--- config.mk ---
export PLATFORM = sky130hd
export DESIGN_NAME = cache_controller
export DESIGN_NICKNAME = d
export VERILOG_FILES = /design/src/rtl/cache_controller.sv
export SDC_FILE = /design/constraint.sdc
export NUM_CORES = 1
export LEC_CHECK = 0
export BUFFER_PORTS_ARGS = -buffer_cell sky130_fd_sc_hd__buf_4
export CAP_MARGIN = 20
export CORE_AREA = 2 2 136 138
export DETAILED_ROUTE_END_ITERATION = 10
export DIE_AREA = 0 0 138 140
export SETUP_SLACK_MARGIN = 0.4
export SLEW_MARGIN = 20
export SYNTH_ARGS = -nofsm -noshare
export SYNTH_HDL_FRONTEND = slang
export SYNTH_SLANG_ARGS = --single-unit
export TNS_END_PERCENT = 100
--- constraint.sdc ---
create_clock -name clk -period 3.4 [get_ports clk]
set_clock_uncertainty 0.2 [all_clocks]
set_input_delay 0.68 -clock clk [delete_from_list [all_inputs] [get_ports clk]]
set_output_delay 0.68 -clock clk [all_outputs]
set_load 0.005 [all_outputs]
--- src/rtl/cache_controller.sv ---
// Cache controller between the MEM stage, a 2-way data cache and the SRAM controller.
// Read hits complete in the request cycle; read misses fetch a 64-bit block from SRAM
// and fill the cache; stores are written through to SRAM and invalidate a hit line.
module cache_controller #(
   parameter int unsigned ADDR_BASE = 1024
) (
   input  logic        clk,
   input  logic        rst,
   input  logic        MEM_R_EN,
   input  logic        MEM_W_EN,
   input  logic [31:0] address,
   input  logic [31:0] wdata,
   output logic [31:0] rdata,
   output logic        ready,
   output logic [17:0] cache_address,
   output logic [63:0] cache_write_data,
   input  logic [31:0] cache_read_data,
   input  logic        cache_hit,
   output logic        cache_write_en,
   output logic        cache_invalidate,
   output logic        cache_lru_update,
   output logic [31:0] sram_address,
   output logic [31:0] sram_wdata,
   output logic        sram_read_en,
   output logic        sram_write_en,
   input  logic [63:0] sram_rdata,
   input  logic        sram_ready
);

   typedef enum logic [1:0] {
      IDLE    = 2'd0,
      RD_MISS = 2'd1,
      WR_SRAM = 2'd2
   } state_t;

   state_t      state;
   state_t      next_state;
   logic [31:0] eff;

   // The pipeline holds address/wdata stable while ready=0, so they are used directly.
   assign eff              = address - 32'(ADDR_BASE);
   assign cache_address    = eff[19:2];
   assign sram_address     = eff;
   assign sram_wdata       = wdata;
   assign cache_write_data = sram_rdata;

   // State register; reset returns to IDLE even in the middle of an SRAM transaction.
   // NOTE: sequential state uses non-blocking assignments so every flop samples pre-edge values.
   always_ff @(posedge clk or negedge rst) begin
      if (!rst) begin
         state <= IDLE;
      end else begin
         state <= next_state;
      end
   end

   // Next-state and output decode; outputs are forced idle while reset is asserted.
   // NOTE: every output gets a default first so no path through the case infers a latch.
   always_comb begin
      next_state       = state;
      rdata            = 32'd0;
      ready            = 1'b1;
      cache_write_en   = 1'b0;
      cache_invalidate = 1'b0;
      cache_lru_update = 1'b0;
      sram_read_en     = 1'b0;
      sram_write_en    = 1'b0;

      if (rst) begin
         case (state)
            IDLE: begin
               if (MEM_W_EN) begin
                  // Store wins over a simultaneous load.
                  ready            = 1'b0;
                  sram_write_en    = 1'b1;
                  cache_invalidate = cache_hit;
                  next_state       = WR_SRAM;
               end else if (MEM_R_EN) begin
                  if (cache_hit) begin
                     rdata            = cache_read_data;
                     cache_lru_update = 1'b1;
                  end else begin
                     ready        = 1'b0;
                     sram_read_en = 1'b1;
                     next_state   = RD_MISS;
                  end
               end
            end

            RD_MISS: begin
               sram_read_en = 1'b1;
               if (sram_ready) begin
                  // Fill the block and forward the requested word in the same cycle.
                  cache_write_en = 1'b1;
                  rdata          = eff[2] ? sram_rdata[63:32] : sram_rdata[31:0];
                  next_state     = IDLE;
               end else begin
                  ready = 1'b0;
               end
            end

            WR_SRAM: begin
               sram_write_en = 1'b1;
               if (sram_ready) begin
                  next_state = IDLE;
               end else begin
                  ready = 1'b0;
               end
            end

            default: begin
               next_state = IDLE;
            end
         endcase
      end
   end

endmodule

==> summary.md <==
| Metric | Value |
|---|---|
| Result of the run | `completed` |
| Fraction of power consumed by combinational cells | `76.1%` |
| Transition time at the pin with the least slew margin | `413 ps` |
| Fraction of synthesized cell area taken by the top area cell type | `39.0%` |
| Clock period minus worst slack | `3020 ps` |
| F_max | `0.331 GHz` |
| Number of hold violations in the final report | `0` |
| DPL Wire Length | `8090 um` |
| Most frequently used flop master after synthesis | `sky130_fd_sc_hd__dfrtp_1` |
| Pwr Density | `228 nW/um^2` |
| Full die area | `19300 sq um` |
| Unrepaired setup endpoints after global routing | `true` |
| Setup-failing EPs final | `0` |
| Final Net Count | `664` |
| Ratio of cells with drive above 1 in the final layout | `62.3%` |
| Routed via count | `2782` |
| Switching power | `0.363 mW` |
| Detailed-router iteration count before antenna repair | `4` |
| Final Routed Wirelength | `9930 um` |
| Leak Pwr | `2.01 nW` |
| Number of cells produced by synthesis | `356` |
| Sequential power share | `4.9%` |
| Endpoint required time on the critical path | `2520 ps` |
| Top Registers | `state (2)` |
| Deepest level of the CTS H-tree | `1` |
| GRT Resource Usage Total | `8.83%` |
| Area overhead of the layout relative to synthesis | `67.3%` |
| Sink Count | `2` |
| Sequential share of the synthesized area | `2.10%` |
| Pin count of the biggest net entering global routing | `34` |
| Maximum clock insertion buffer count | `2` |
| Ranking of synthesized cells by instance count | `sky130_fd_sc_hd__buf_4 (124), sky130_fd_sc_hd__nor2_1 (72), sky130_fd_sc_hd__a21oi_1 (33)` |
| Count of yosys warnings during synthesis | `0` |
| Number of clock buffers inserted by TritonCTS | `3` |
| Final RePlAce weighted congestion | `0.844` |
| Crit path launch type | `primary input` |
| Layout fillers | `2013` |
| Initial standard-cell utilization of the core | `13.4%` |
| Element type at the critical path end | `output pin` |
| Avg Inst Size Synth | `6.71 sq um` |
| Cell with the most instances after synthesis | `sky130_fd_sc_hd__buf_4` |
| Depth of the worst register-to-register path | `6` |
| Core Footprint | `17800 sq um` |
| Max_cap viols | `0` |
| Switching share of power | `39.9%` |
| Initial antenna violation count | `0` |
| Largest register FFs | `2` |
| Period Utilization, post-route | `88.7%` |
| Via count of the first global-routing pass | `2805` |
| Detail-routed net length per standard cell | `13.8 um` |
| Maximum vdd ir drop | `0.242 mV` |
| Dpl cell area | `3690 sq um` |
| Vias/cell | `3.86` |
| Worst Path Max Fanout | `5` |
| Die Span Y | `140 um` |
| Cell row count | `49` |
| Clock transition time at the flip-flop clock pins of the worst setup and hold paths | `30 ps` |
| Total non-filler cell area in the finished layout | `4000 sq um` |
| Count of nets left with antenna violations after detail routing | `0` |
| Dominant cells by area after synthesis | `sky130_fd_sc_hd__buf_4 (39%), sky130_fd_sc_hd__mux2i_1 (13%), sky130_fd_sc_hd__nor2_1 (11%), sky130_fd_sc_hd__a21oi_1 (6.9%), sky130_fd_sc_hd__xor2_1 (3.3%)` |
| Fraction of registers with async set or reset after synthesis | `100%` |
| Initial DRC Count | `67` |
| Diodes inserted | `0` |
| Internal cell power | `0.547 mW` |
| Clk Latency, worst-skew pair | `220 ps` |
| Boundary pin count | `350` |
| Total of flip-flops plus latches after synthesis | `2` |
| Min-Delay Path Class | `in -> async` |
| Number of flops mapped to enable cells by yosys | `0` |
| Slew HR | `72.4%` |
| Number of nets in the synthesized netlist | `527` |
| Arrival @ worst endpoint | `2140 ps` |
| Number of distinct library cells after synthesis | `37` |
| Largest register by flop count | `state` |
| Post-detailed-route DRC marker count | `0` |
| Number of max-slew violations in the final report | `0` |
| Residual overflow from global routing | `0` |
| Number of buffer cells added on primary ports | `260` |
| CTS tree | `done` |
| Summed instance area of the synthesized netlist | `2390 sq um` |
| Share of total power in the clock network | `19.0%` |
| Post-Route Setup TNS | `0 ps` |
| Wire length of the first global-routing pass | `14200 um` |
| Horizontal die dimension | `138 um` |
| Startpoint-to-endpoint class of the critical path | `in -> out` |
| Cell accounting for the most synthesized area | `sky130_fd_sc_hd__buf_4` |
| Clk root buf | `sky130_fd_sc_hd__clkbuf_16` |
-- routing by layer --
metal | part of all wire (%) | GRT usage (%)
met5 | 0 | 0
met3 | 11 | 2.77
met4 | 1.9 | 1.45
met2 | 51 | 17.2
met1 | 36 | 9.38
-- worst max-delay path: stages --
cell	delay (ps)
sky130_fd_sc_hd__buf_6	100
sky130_fd_sc_hd__or4_4	560
sky130_fd_sc_hd__or2_4	300
sky130_fd_sc_hd__buf_4	150
sky130_fd_sc_hd__xnor2_1	200
sky130_fd_sc_hd__buf_4	150
-- metrics by stage --
step                util (%)  total power, mW  hold slack [ps]  cells  setup WS, ps
floorplan                  -            0.424              184    356           418
global placement        20.7            0.704              308    710           216
detailed placement      20.7            0.710              311    710           175
CTS                     21.7            0.898             87.2    715           378
global route            22.5            0.988             86.4    720           313
finish                  22.5            0.910             86.8    720           383
-- what timing repair did --
item,in CTS,in global routing
cloned,0,1
hold buffers,0,0
resized for setup,18,20
setup buffers,2,4
setup endpoints to repair,22,52
pin swaps,5,10
-- power by group through the flow --
stage	registers, mW	logic (mW)	clock network [mW]
floorplan	0.0418	0.383	0
finish	0.0445	0.692	0.173
detailed placement	0.0444	0.666	0
global route	0.0459	0.760	0.182
CTS	0.0448	0.678	0.176
global placement	0.0445	0.660	0
-- layout by cell type (no fill, tap or decap), drive strengths merged --
master / instances
o21ai: 3
nor4: 6
nor3b: 1
xor2: 9
ha: 5
nand4: 1
and2: 2
or3: 1
nand3b: 1
clkbuf: 4
and4bb: 1
buf: 271
dfrtp: 2
o21a: 2
nand2: 8
or2: 1
inv: 6
nor2: 72
mux2i: 32
o31ai: 2
or4: 3
nor4b: 1
nand3: 5
nor2b: 1
mux2: 2
a21oi: 33
nand2b: 1
nor3: 3
and3: 3
xnor2: 8
or4b: 1
-- final cells by class --
class	instances	area, sq um	area share (%)
repair buffers	272	2100	52.6
multi-input cells	208	1460	36.4
well taps	229	287	7.17
clock buffers	3	75.1	1.88
flip-flops and latches	2	50.0	1.25
inverters	6	25.0	0.626
-- logic make-up (layout without fill, tap and decap cells) --
family | after synthesis | after routing | share of synthesized area [%]
mux | 34 | 34 | 14.4
xor+xnor | 17 | 17 | 6.24
buf+inv | 146 | 281 | 42.9
flops | 2 | 2 | 2.10
simple gates | 112 | 112 | 23.0
fa+ha+maj | 5 | 5 | 2.62
compound gates | 40 | 40 | 8.80
-- final timing paths --
path	startpoint	end	slack, ps
setup reg to reg	state[0]	state[1]	1590
setup / recovery	address[11]	cache_address[13]	380
max in group asynchronous	rst	state[0]	2770
hold reg to reg	state[0]	state[0]	380
hold / removal	rst	state[1]	90
min in group clk	state[0]	state[0]	380
(Power assumes the default switching activity.)
